**src/rtl/reflet_ram_wide_pkg.sv**
```systemverilog
// rtl/reflet_ram_wide_pkg.sv - shared types, constants and parameter checks for the wide RAM
package reflet_ram_wide_pkg;

  // Controller phase: sequential clear after reset, then normal accesses
  typedef enum logic {
    RAM_CLEAR = 1'b0,
    RAM_RUN   = 1'b1
  } ram_state_e;

  localparam int BYTE_W = 8;

  // Word width must split evenly into byte lanes
  function automatic bit word_size_ok(input int w);
    return (w >= BYTE_W) && ((w % BYTE_W) == 0);
  endfunction

endpackage

```
**src/rtl/reflet_ram_clear_ctrl.sv**
```systemverilog
// rtl/reflet_ram_clear_ctrl.sv - clear-phase sequencer: state, clear counter and ready flag
module reflet_ram_clear_ctrl
  import reflet_ram_wide_pkg::*;
#(
  parameter int addrSize  = 8,
  parameter int size      = 256,
  parameter int resetable = 1
) (
  input  logic                clk,
  input  logic                reset,
  output logic                o_clr_we,
  output logic [addrSize-1:0] o_clr_addr,
  output logic                o_ready
);

  localparam logic [addrSize-1:0] LAST_ADDR = addrSize'(size - 1);

  ram_state_e          r_state;
  ram_state_e          w_state_nxt;
  logic [addrSize-1:0] r_clr_cnt;
  logic [addrSize-1:0] w_clr_cnt_nxt;
  logic                r_ready;

  // State, counter and ready registers; ready follows the state being entered
  always_ff @(posedge clk) begin
    if (!reset) begin
      r_state   <= (resetable != 0) ? RAM_CLEAR : RAM_RUN;
      r_clr_cnt <= '0;
      r_ready   <= 1'b0;
    end else begin
      r_state   <= w_state_nxt;
      r_clr_cnt <= w_clr_cnt_nxt;
      r_ready   <= (w_state_nxt == RAM_RUN);
    end
  end

  // Walk one word per cycle through the array, then hand over to RUN
  always_comb begin
    w_state_nxt   = r_state;
    w_clr_cnt_nxt = r_clr_cnt;
    o_clr_we      = 1'b0;
    case (r_state)
      RAM_CLEAR: begin
        o_clr_we = reset;
        if (r_clr_cnt == LAST_ADDR) begin
          w_state_nxt = RAM_RUN;
        end else begin
          w_clr_cnt_nxt = r_clr_cnt + 1'b1;
        end
      end
      RAM_RUN: begin
        w_state_nxt = RAM_RUN;
      end
      default: begin
        w_state_nxt = RAM_CLEAR;
      end
    endcase
  end

  assign o_clr_addr = r_clr_cnt;
  assign o_ready    = r_ready;

endmodule

```
**src/rtl/reflet_ram_wide.sv**
```systemverilog
// rtl/reflet_ram_wide.sv - single-port RAM with byte enables, sequential clear, valid and range flags
module reflet_ram_wide
  import reflet_ram_wide_pkg::*;
#(
  parameter int                   wordSize  = 16,
  parameter int                   addrSize  = 8,
  parameter int                   size      = 256,
  parameter int                   resetable = 1,
  parameter logic [wordSize-1:0]  clearVal  = '0
) (
  input  logic                     clk,
  input  logic                     reset,
  input  logic                     i_enable,
  input  logic [addrSize-1:0]      i_addr,
  input  logic [wordSize-1:0]      i_data_in,
  input  logic                     i_write_en,
  input  logic [wordSize/8-1:0]    i_byte_en,
  output logic [wordSize-1:0]      o_data_out,
  output logic                     o_data_valid,
  output logic                     o_ready,
  output logic                     o_addr_err
);

  localparam int LANES = wordSize / BYTE_W;

  if (!word_size_ok(wordSize)) begin : g_bad_word_size
    $error("reflet_ram_wide: wordSize must be a multiple of 8 and at least 8");
  end
  if ((size < 1) || (size > (1 << addrSize))) begin : g_bad_size
    $error("reflet_ram_wide: size must be between 1 and 2**addrSize");
  end

  logic [wordSize-1:0] r_mem [size];
  logic [wordSize-1:0] r_data_out;
  logic                r_data_valid;
  logic                r_addr_err;

  logic                w_clr_we;
  logic [addrSize-1:0] w_clr_addr;
  logic                w_ready;
  logic                w_in_range;
  logic                w_access;
  logic                w_err_req;

  reflet_ram_clear_ctrl #(
    .addrSize  (addrSize),
    .size      (size),
    .resetable (resetable)
  ) u_clear_ctrl (
    .clk        (clk),
    .reset      (reset),
    .o_clr_we   (w_clr_we),
    .o_clr_addr (w_clr_addr),
    .o_ready    (w_ready)
  );

  // Requests are only honoured once clear is done and never while reset is held
  assign w_in_range = (32'(i_addr) < 32'(size));
  assign w_access   = reset & i_enable & w_ready & w_in_range;
  assign w_err_req  = reset & i_enable & w_ready & ~w_in_range;

  // Write port: clear sequencer has priority, otherwise user write through the byte lanes
  always_ff @(posedge clk) begin
    if (w_clr_we) begin
      r_mem[w_clr_addr] <= clearVal;
    end else if (w_access && i_write_en) begin
      for (int i = 0; i < LANES; i++) begin
        if (i_byte_en[i]) begin
          r_mem[i_addr][i*BYTE_W +: BYTE_W] <= i_data_in[i*BYTE_W +: BYTE_W];
        end
      end
    end
  end

  // Read-first output register with valid and out-of-range pulse
  always_ff @(posedge clk) begin
    if (!reset) begin
      r_data_out   <= '0;
      r_data_valid <= 1'b0;
      r_addr_err   <= 1'b0;
    end else begin
      r_data_out   <= w_access ? r_mem[i_addr] : '0;
      r_data_valid <= w_access;
      r_addr_err   <= w_err_req;
    end
  end

  assign o_data_out   = r_data_out;
  assign o_data_valid = r_data_valid;
  assign o_ready      = w_ready;
  assign o_addr_err   = r_addr_err;

endmodule
```
**config.mk**
```make
export PLATFORM = sky130hd
export DESIGN_NAME = reflet_ram_wide
export DESIGN_NICKNAME = d
export VERILOG_FILES = /design/src/rtl/reflet_ram_wide_pkg.sv /design/src/rtl/reflet_ram_clear_ctrl.sv /design/src/rtl/reflet_ram_wide.sv
export SDC_FILE = /design/constraint.sdc
export NUM_CORES = 2
export LEC_CHECK = 0
export BUFFER_PORTS_ARGS = -buffer_cell sky130_fd_sc_hd__buf_2
export CAP_MARGIN = 10
export CORE_MARGIN = 10
export CORE_UTILIZATION = 57
export CTS_CLUSTER_SIZE = 16
export DETAILED_ROUTE_END_ITERATION = 10
export PLACE_DENSITY = 0.75
export SLEW_MARGIN = 15
export SYNTH_ARGS = -nofsm -noshare
export SYNTH_HDL_FRONTEND = slang
export SYNTH_SLANG_ARGS = --single-unit
```
**constraint.sdc**
```tcl
create_clock -name clk -period 7.8 [get_ports clk]
set_clock_uncertainty 0.2 [all_clocks]
set_input_delay 2.34 -clock clk [delete_from_list [all_inputs] [get_ports clk]]
set_output_delay 2.34 -clock clk [all_outputs]
set_load 0.1 [all_outputs]
```
==> impl_metrics.toml <==
[cells_and_area]
nFillCells = 17974
nNetsFinal = 8228
design_area_um2 = 178000
final_cells = 12264
drive_gt1_share_pct = 19.2
syn_to_final_growth_pct = 10.8
fin_util_pct = 63.6

[placement]
dp.cells = 11534
dp_slack_ns = 0.599
portBuffers = 47
placed_area_um2 = 165000
globalplace.congestion = 0.917
place_hpwl_um = 262000

[yosys]
synth_seq_cells = 4122
yosys.area.top_type_share_pct = 76.7
yosysUniqueCellTypes = 75
synth_nets = 8059
synth_top_cell_by_area = "edfxtp_1"
syn_area_um2 = 160000
syn_inst = 8028
synth_flop_cell = "edfxtp_1"
async_flop_share_pct = 0
syn_area_per_cell_um2 = 20.0
synthTopCellsByArea = "edfxtp_1 77%, mux4_2 10%, mux2i_1 3.9%"
yosys_warnings = 0
synth_edf_count = 4096
yosysSeqAreaShare_pct = 77.0

[timing]
tightest_slew_ns = 1.41
finalCritPeriodShare_pct = 82.8
fin_setup_tns_ns = 0
relSlewSlack_pct = 3.45
fin_crit_ns = 6.46
final_hold_viol_count = 0
grt_setup_unrepaired = "no"
whs_ns = 0.421
setup_viol = 0
drv_slew = 0
setup_ws_ns = 1.34
fmax_ghz = 0.155

[drt]
wl_per_cell_um = 35.3
ant_nets = 0
drt_first_pass_iters = 7
vias = 85277
drcViolationCount = 0
viasPerCell = 6.95
drtIter0Drc = 13409
drt-total-wl_um = 432000

[cts]
cts.sinks = 4122
clock_latency_ns = 0.93
ctsHoldBuffers = 0
cts_max_level = 5
post_cts_resized = 0
post_cts_buffers = 0
cts-root-buf = "clkbuf_16"
clk_pin_slew_worst_paths_ns = 0.06
cts_buffers = 384
cts_buffer_depth = 4
cts_tree = "built"

[power]
p_seq_share_pct = 54.0
p_clk_share_pct = 42.3
cellLeakagePower_nw = 59.0
switchingPower_mw = 9.24
power_mw = 44.5
cellPowerDensity_nw_per_um2 = 250
combPwrFrac_pct = 3.8
p_int_mw = 35.2
vdd_drop_max_v = 0.000183
sw_frac_of_total_pct = 20.8

[worst_setup_path]
worstReg2RegEnd = "r_mem[213][7]$_DFFE_PP_"
cp-start-kind = "input pin"
path_max_fanout = 31
crit_top_cell = "nand3_1"
rr_worst_depth = 7
cp-end-kind = "register"
arrival_ns = 6.82
rrSetupSlack_ns = 2.36
crit_start = "reset"
critPathSlowestCell = "nand3_1"
cp.required_ns = 8.16
timing.rr.start = "u_clear_ctrl.o_ready$_SDFF_PN0_"
cpPeakStageDelay_ns = 1.12
crit_type = "input pin to register"
cp_cell_sequence = "buf_2 -> and3_1 -> o211a_2 -> buf_4 -> nand3_1 -> o21ai_1 -> nand3_1 -> nor2_1"

[floorplan]
rows = 194
pin_count = 49
core_area_um2 = 280000
dieArea_um2 = 303000
die_h_um = 550
start_util_pct = 57.4
fp.dieW_um = 550

[hold_path]
whs_path_depth = 2
hp-class = "register to register"
holdCritStartpoint = "u_clear_ctrl.o_clr_addr[4]$_SDFFE_PN0P_"
holdPathEnd = "u_clear_ctrl.o_clr_addr[4]$_SDFFE_PN0P_"

[global_routing]
grt_usage_pct = 28.1
grt_max_degree = 157
antenna_found_initial = 35
grt-ovfl-total = 0
grt_pass1_vias = 83051
grt_first_pass_wirelength_um = 616000

[run]
maxCapViolations = 0

[outcome]
status = "finished, final reports clean"
## logic make-up (layout without fill, tap and decap cells)
| group | after synthesis | after routing | synth area share (%) |
|---|---|---|---|
| xor gates and xnor gates | 6 | 6 | 0.0328 |
| DFF | 4122 | 4122 | 77.0 |
| other | 1 | 33 | 0.00234 |
| muxes | 1365 | 1365 | 14.3 |
| AOI/OAI and AO/OA | 815 | 815 | 3.55 |
| and+or+nand+nor | 1218 | 1218 | 3.36 |
| adders and majority gates | 1 | 1 | 0.00780 |
| buffers and inverters | 500 | 980 | 1.76 |
## routing by layer
| layer | vias up | track usage (%) | wire length (um) |
|---|---|---|---|
| met5 | - | 0 | 100 |
| met4 | 14 | 14.2 | 25300 |
| met3 | 1154 | 8.36 | 58500 |
| met2 | 6682 | 41.9 | 197000 |
| met1 | 43867 | 38.2 | 152000 |
| li1 | 33560 | - | - |
## power by group through the flow
stage / clock network, mW / registers, mW / logic [mW]
detailed placement: 0 / 24.5 / 1.63
global route: 19.7 / 24.0 / 1.72
floorplan: 0 / 24.5 / 1.09
global placement: 0 / 24.5 / 1.62
finish: 18.8 / 24.0 / 1.68
CTS: 18.8 / 24.0 / 1.64
## flip-flops by register name, indices dropped and copies added (netlist names)
| register | count |
|---|---|
| u_clear_ctrl.o_clr_addr | 8 |
| o_data_out | 16 |
| r_mem | 4096 |
| o_data_valid | 1 |
| u_clear_ctrl.o_ready | 1 |
## cell usage in the layout (no fill, tap or decap), drive strengths merged, types with 92 or more instances in the layout
cell type and instances:
buf 279, clkbuf 471, clkinv 147, edfxtp 4096, mux2i 626, mux4 738
nand2 182, nand3 92, nor2 636, nor3 131, o21ai 135, o221ai 148
o22ai 156
## critical path, delay by kind of cell
family	cells	cell delay (ns)
compound gates	2	1.17
buf+inv	2	0.75
simple gates	4	2.51
## cells in the mapped netlist, drive strengths merged (25+ instances only)
cell	n
o21ai	135
nand3	92
nand4	26
a31oi	31
mux2i	626
o221ai	148
nand2	182
nor2	636
a211oi	60
a21oi	85
mux4	738
nor4	25
o22ai	156
dfxtp	26
a22oi	86
clkbuf	224
buf	272
a2111oi	26
and2	45
nor3	131
edfxtp	4096
## layout make-up
cell class / count / area, um^2 / share of cell area [%]
Sequential cell: 4122 / 124000 / 69.5
Multi-Input combinational cell: 3406 / 34300 / 19.3
Clock buffer: 471 / 10100 / 5.69
Tap cell: 3724 / 4660 / 2.62
Timing Repair Buffer: 279 / 2690 / 1.52
Clock inverter: 226 / 2370 / 1.33
Antenna cell: 32 / 80.1 / 0.0451
Inverter: 4 / 22.5 / 0.0127
## how the worst max path moves through the flow
stage	slack (ns)	to	cells after the start
floorplan	0.12	r_mem[0][10]$_DFFE_PP_	6
CTS	1.54	r_mem[213][3]$_DFFE_PP_	8
global route	1.36	r_mem[213][2]$_DFFE_PP_	8
global placement	0.12	r_mem[156][0]$_DFFE_PP_	8
finish	1.34	r_mem[213][7]$_DFFE_PP_	8
detailed placement	0.60	r_mem[213][2]$_DFFE_PP_	8
Note: power is estimated with default switching activity, not from simulation.
